$ cat src/rtl/mips_pkg.sv
// Shared MIPS pipeline definitions: datapath widths, reset PC and fetch FSM states.
package mips_pkg;

    localparam int unsigned INSTR_W = 32;
    localparam int unsigned IMM_W   = 16;
    localparam int unsigned JIDX_W  = 26;

    localparam logic [INSTR_W-1:0] RESET_PC_DEFAULT = 32'h0000_0000;

    typedef enum logic [1:0] {
        FETCH,
        HOLD,
        DROP
    } fetch_state_t;

endpackage

$ cat src/rtl/fetch_stage_next_pc_calc.sv
// Next-PC arithmetic: sequential PC+4 and the redirect target (jump beats branch).
module next_pc_calc
    import mips_pkg::*;
(
    input  logic [INSTR_W-1:0] pc,
    input  logic [INSTR_W-1:0] id_pc4,
    input  logic [INSTR_W-1:0] sext_imm,
    input  logic [JIDX_W-1:0]  jidx,
    input  logic               jump,
    input  logic               branch_taken,
    output logic [INSTR_W-1:0] pc_plus4,
    output logic [INSTR_W-1:0] target
);

    logic [INSTR_W-1:0] br_target;
    logic [INSTR_W-1:0] j_target;

    // Both targets are computed in parallel; jump selects over branch.
    always_comb begin
        pc_plus4  = pc + 32'd4;
        br_target = id_pc4 + (sext_imm << 2);
        j_target  = {id_pc4[INSTR_W-1:INSTR_W-4], jidx, 2'b00};
        target    = pc_plus4;
        if (jump) begin
            target = j_target;
        end else if (branch_taken) begin
            target = br_target;
        end
    end

endmodule

$ cat src/rtl/fetch_stage.sv
// Instruction fetch stage: owns the PC, runs the imem req/ack handshake and the IF/ID register.
module fetch_stage
    import mips_pkg::*;
#(
    parameter logic [INSTR_W-1:0] RESET_PC = RESET_PC_DEFAULT
) (
    input  logic               clk,
    input  logic               rst_n,
    output logic               imem_req,
    output logic [INSTR_W-1:0] imem_addr,
    input  logic               imem_ack,
    input  logic [INSTR_W-1:0] imem_rdata,
    input  logic               stall,
    input  logic               branch_taken,
    input  logic               jump,
    input  logic [INSTR_W-1:0] sext_imm,
    output logic               id_valid,
    output logic [INSTR_W-1:0] id_instr,
    output logic [INSTR_W-1:0] id_pc4,
    output logic [IMM_W-1:0]   id_imm16
);

    fetch_state_t       state, state_n;
    logic               live;
    logic [INSTR_W-1:0] pc, pc_n;
    logic [INSTR_W-1:0] skid, skid_n;
    logic [INSTR_W-1:0] held_addr, held_n;
    logic               valid_n;
    logic [INSTR_W-1:0] instr_n, pc4_n;
    logic [INSTR_W-1:0] pc_plus4, target;
    logic               redirect;

    assign id_imm16 = id_instr[IMM_W-1:0];
    assign redirect = id_valid & ~stall & (jump | branch_taken);

    next_pc_calc u_next_pc (
        .pc           (pc),
        .id_pc4       (id_pc4),
        .sext_imm     (sext_imm),
        .jidx         (id_instr[JIDX_W-1:0]),
        .jump         (jump),
        .branch_taken (branch_taken),
        .pc_plus4     (pc_plus4),
        .target       (target)
    );

    // State, PC and IF/ID registers; live stays low for the first cycle after reset
    // so no request is raised and no in-flight ack is taken before then.
    always_ff @(posedge clk or negedge rst_n) begin
        if (!rst_n) begin
            state     <= FETCH;
            live      <= 1'b0;
            pc        <= RESET_PC;
            skid      <= '0;
            held_addr <= '0;
            id_valid  <= 1'b0;
            id_instr  <= '0;
            id_pc4    <= '0;
        end else begin
            state     <= state_n;
            live      <= 1'b1;
            pc        <= pc_n;
            skid      <= skid_n;
            held_addr <= held_n;
            id_valid  <= valid_n;
            id_instr  <= instr_n;
            id_pc4    <= pc4_n;
        end
    end

    // Next-state, next-PC, IF/ID update and handshake outputs.
    // DROP keeps presenting the pre-redirect address (held_addr) while pc already holds the target.
    always_comb begin
        state_n   = state;
        pc_n      = pc;
        skid_n    = skid;
        held_n    = held_addr;
        valid_n   = id_valid;
        instr_n   = id_instr;
        pc4_n     = id_pc4;
        imem_req  = 1'b0;
        imem_addr = pc;
        if (live) begin
            case (state)
                FETCH: begin
                    imem_req = 1'b1;
                    if (imem_ack) begin
                        if (redirect) begin
                            pc_n    = target;
                            valid_n = 1'b0;
                        end else if (!stall) begin
                            instr_n = imem_rdata;
                            pc4_n   = pc_plus4;
                            valid_n = 1'b1;
                            pc_n    = pc_plus4;
                        end else begin
                            skid_n  = imem_rdata;
                            state_n = HOLD;
                        end
                    end else if (redirect) begin
                        pc_n    = target;
                        held_n  = pc;
                        valid_n = 1'b0;
                        state_n = DROP;
                    end else if (!stall) begin
                        valid_n = 1'b0;
                    end
                end
                HOLD: begin
                    if (redirect) begin
                        pc_n    = target;
                        valid_n = 1'b0;
                        state_n = FETCH;
                    end else if (!stall) begin
                        instr_n = skid;
                        pc4_n   = pc_plus4;
                        valid_n = 1'b1;
                        pc_n    = pc_plus4;
                        state_n = FETCH;
                    end
                end
                DROP: begin
                    imem_req  = 1'b1;
                    imem_addr = held_addr;
                    if (!stall) begin
                        valid_n = 1'b0;
                    end
                    if (imem_ack) begin
                        state_n = FETCH;
                    end
                end
                default: begin
                    state_n = FETCH;
                end
            endcase
        end
    end

endmodule

$ cat config.mk
export PLATFORM = sky130hd
export DESIGN_NAME = fetch_stage
export DESIGN_NICKNAME = d
export VERILOG_FILES = /design/src/rtl/mips_pkg.sv /design/src/rtl/fetch_stage_next_pc_calc.sv /design/src/rtl/fetch_stage.sv
export SDC_FILE = /design/constraint.sdc
export NUM_CORES = 1
export LEC_CHECK = 0
export ABC_AREA = 1
export BUFFER_PORTS_ARGS = -buffer_cell sky130_fd_sc_hd__buf_2
export CAP_MARGIN = 10
export CORE_MARGIN = 5
export CORE_UTILIZATION = 47
export DETAILED_ROUTE_END_ITERATION = 16
export PLACE_DENSITY = 0.66
export REMOVE_ABC_BUFFERS = 1
export SLEW_MARGIN = 15
export SYNTH_ARGS = -nofsm -noshare
export SYNTH_HDL_FRONTEND = slang
export SYNTH_SLANG_ARGS = --single-unit
$ cat constraint.sdc
create_clock -name clk -period 3.05 [get_ports clk]
set_input_delay 0.1525 -clock clk [delete_from_list [all_inputs] [get_ports clk]]
set_output_delay 0.1525 -clock clk [all_outputs]
set_load 0.05 [all_outputs]
==> PnR_summary.wiki <==
{| class="wikitable"
! Metric !! Value
|-
| Static leakage || 6.60 nW
|-
| Minimum period implied by the final worst setup slack || 2.51 ns
|-
| Clk Latency, worst-skew pair || 0.43 ns
|-
| Synth top area cells || dfrtp_1 (38%), nand2_1 (16%), inv_1 (5.9%)
|-
| Arrival time worst endpoint || 2.85 ns
|-
| Largest family of logic cells by synthesized area || simple AND/OR/NAND/NOR gates
|-
| Average routed wire per standard cell || 17.4 um
|-
| Compound-cell area share of the yosys netlist || 16.2%
|-
| Max-slew headroom at the worst pin || 57.3%
|-
| Max frequency || 0.399 GHz
|-
| Mean cell area of the mapped netlist || 7.07 um^2
|-
| Initial core utilization || 47.7%
|-
| Utilization after layout || 56.5%
|-
| Total Neg Setup Slack || 0 ns
|-
| Number of standard cells in the final layout excluding fillers || 1997
|-
| Total DRC errors in the routed layout || 0
|-
| DPL Wire Length || 26.5 mm
|-
| Fillers || 2217
|-
| Setup slack, reg-to-reg || 0.54 ns
|-
| Number of detailed-routing iterations run before antenna repair || 6
|-
| Cell count after placement || 1935
|-
| Area share of fa/ha/maj cells after synthesis || 4.14%
|-
| Sequential share of power || 26.1%
|-
| Number of buffers and inverters on the critical path || 2
|-
| Cell-by-cell listing of the critical path || ha_1, fa_1, nand2_1, inv_1, nand2_1, nand2_1, nand2_1, nand2_1, nand2_1, nand2_1, nand2_1, nand2_1, nand2_1, nand3_1, nand2_1, inv_1, o21ai_0
|-
| Number of ports placed on the die boundary || 184
|-
| Mapped cell area || 0.0108 mm^2
|-
| Drt first-iter violations || 1025
|-
| Worst hold stages || 3
|-
| Share of the clock period used by the worst path || 82.1%
|-
| Global placement routability congestion || 1.01
|-
| Total of warnings raised by yosys || 0
|-
| Library cell with the highest instance count after synthesis || nand2_1
|-
| Family with the most delay on the worst path || simple AND/OR/NAND/NOR gates
|-
| Critical R2R Capture || pc[20]
|-
| Tightest hold margin || 0.128 ns
|-
| Nets || 1807
|-
| Switching portion of total power || 55.7%
|-
| Number of nets with antenna violations after routing || 0
|-
| Register area share after synthesis || 38.1%
|-
| MaxCap Viol Count || 0
|-
| Top post-synthesis cells by count || nand2_1 (452), inv_1 (169), dfrtp_1 (164)
|-
| Critical path's largest stage delay || 0.40 ns
|-
| Switching power total || 8.82 mW
|-
| Synth Area in Simple Gates || 27.5%
|-
| Hold wc startpoint || imem_ack
|-
| Synthesized instance count || 1523
|-
| DRT Wirelength || 34.7 mm
|-
| Sum of internal, switching and leakage power || 15.8 mW
|-
| Cell type with the largest total area after synthesis || dfrtp_1
|-
| Dominant cell type by count on the critical path || nand2_1
|-
| Wire length of the first global-routing pass || 54.9 mm
|-
| Global route total overflow || 0
|-
| CTS Root Buffer Type || clkbuf_16
|-
| Pin count of the biggest net entering global routing || 79
|-
| Type of the most critical hold path || input pin to register
|-
| Post-layout worst setup margin || 0.545 ns
|-
| Endpoint of the worst hold path || id_valid
|-
| Synth Flop Type || dfrtp_1
|-
| Type of element capturing the critical path || register
|-
| Area of the multi-input gates || 0.00562 mm^2
|-
| Total of flip-flops plus latches after synthesis || 164
|-
| Number of antenna violations at the first check in global routing || 0
|-
| Maximum root-to-sink buffer count || 2
|-
| Top-area cell type share of the netlist area || 38.1%
|-
| Placed standard-cell area || 0.0118 mm^2
|-
| Core area || 0.0226 mm^2
|-
| Count of antenna diodes in the layout || 0
|-
| Internal power consumption || 7.01 mW
|-
| Area of the die || 0.0260 mm^2
|-
| RSZ-0062 raised after global routing || false
|-
| Category of the critical setup timing path || register to register
|-
| # H-tree levels || 4
|-
| Multiplexer area fraction after synthesis || 2.41%
|-
| Peak fanout along the critical path || 5
|-
| XOR/XNOR Fraction of Synth Area || 1.71%
|-
| Clock Sinks || 164
|-
| Part of the total power dissipated in combinational logic || 59.9%
|-
| Final-report hold violation count || 0
|-
| Required time worst endpoint || 3.39 ns
|-
| Worst setup skew after layout || 0.00860 ns
|-
| Average via count per standard cell || 5.33
|-
| Proportion of synthesized flip-flops having asynchronous set or reset || 100%
|-
| Total global-route track usage || 26.5%
|-
| Final setup violation count || 0
|-
| Number of buffers created by CTS || 17
|-
| Area delta synth->final || 18.4%
|-
| Post-CTS Repair Setup Buffers || 0
|-
| Post-Place Worst Slack || 0.626 ns
|-
| Peak VDD IR || 882 uV
|-
| Power per unit of standard cell area || 1240 mW/mm^2
|-
| Depth of the most critical reg-to-reg path || 17
|-
| Cell with the largest stage delay on the worst path || fa_1
|-
| Clock group share of total power || 13.9%
|-
| Port-buffer cells || 181
|-
| Die width || 161 um
|-
| Run status || finished clean
|-
| Slew at the pin closest to its max-slew limit || 0.639 ns
|-
| Number of enable flip-flop cells after synthesis || 0
|-
| Pins Over Slew Limit || 0
|-
| TritonCTS clock tree || built
|-
| Synth cell types || 50
|-
| Overall via count from detail_route || 10.6k
|-
| Sequential cell area || 0.00410 mm^2
|-
| Layout cell share with drive strength beyond 1 || 16.3%
|-
| Via count of the first global-routing pass || 10.1k
|-
| Die Height || 161 um
|-
| Beginning of the worst register-to-register path || id_pc4[2]
|-
| Clk pin slew, worst setup/hold paths || 0.07 ns
|-
| Number of placement rows || 55
|-
| Final std cell area, no fill || 0.0128 mm^2
|-
| Worst Setup Start Kind || register
|-
| Cts repair resizes || 0
|}
[cells in the final DEF, fill, tap and decap left out, types with 3 or more instances in the layout]
cell	instances
a221oi_1	3
nor3_2	5
buf_4	16
dfrtp_1	164
o22ai_1	4
ha_1	34
nand2_1	451
nor3_1	11
o211ai_1	20
clkinvlp_4	3
bufinv_16	3
a31oi_1	32
inv_2	5
clkbuf_16	17
a21oi_1	119
o21bai_1	6
xor2_1	20
nand3b_1	3
dlygate4sd3_1	33
buf_2	180
buf_12	3
o21ai_0	118
or2_2	3
a22oi_1	4
nand3_1	69
mux2_2	21
nand4_1	10
inv_1	169
nor2_1	147
[cell type report]
class                           instances  area share (%)
Inverter                              175            5.15
Multi-Input combinational cell       1111            44.1
Timing Repair Buffer                  233            11.2
Tap cell                              285            2.80
Sequential cell                       164            32.2
Clock inverter                         11            1.20
Clock buffer                           18            3.44
[state kept, by name (all words and copies together), names as in the netlist]
name	cells
held_addr	32
id_instr	32
id_pc4	32
pc	32
skid	32
state	2
id_valid	1
live	1
[cell families after synthesis]
family,after synthesis
simple gates,716
compound gates,315
mux,23
other cells,1
xor+xnor,21
flops,164
fa+ha+maj,35
buf+inv,248
[power by group through the flow]
stage	combinational (mW)	clock (mW)	sequential, mW
2_1_floorplan	5.14	0	5.73
3_3_place_gp	9.32	0	4.12
3_5_place_dp	9.42	0	4.15
4_1_cts	9.49	2.23	4.12
5_1_grt	10.4	2.31	4.29
6_report	9.49	2.20	4.14
[repair_timing]
action,CTS,global route
hold endpoints to repair,105,0
hold buffers,33,0
endpoints found under the setup margin,0,0
[tightest hold or removal path, stage by stage]
cell	delay [ns]
buf_2	0.13
o2111ai_1	0.16
nand2_1	0.08
[per-layer routing]
metal,part of all wire [%],vias to the layer above,track usage [%],wire length (um)
met1,46,4886,37.4,15800
met3,7.9,42,5.54,2750
met4,2.1,0,6.90,740
met2,44,414,41.6,15400
li1,-,5294,-,-
met5,0,-,0,0
[worst max-delay path by stage]
stage / from / end / slack, ns / cells after the start
floorplan: state[1] / id_instr[11] / 0.06 / 8
global placement: id_pc4[2] / pc[20] / 0.67 / 17
detailed placement: id_pc4[2] / pc[20] / 0.63 / 17
CTS: state[0] / imem_addr[25] / 0.59 / 7
global route: id_pc4[2] / pc[20] / 0.37 / 17
finish: id_pc4[2] / pc[20] / 0.54 / 17
Note: power is estimated with default switching activity, not from simulation.
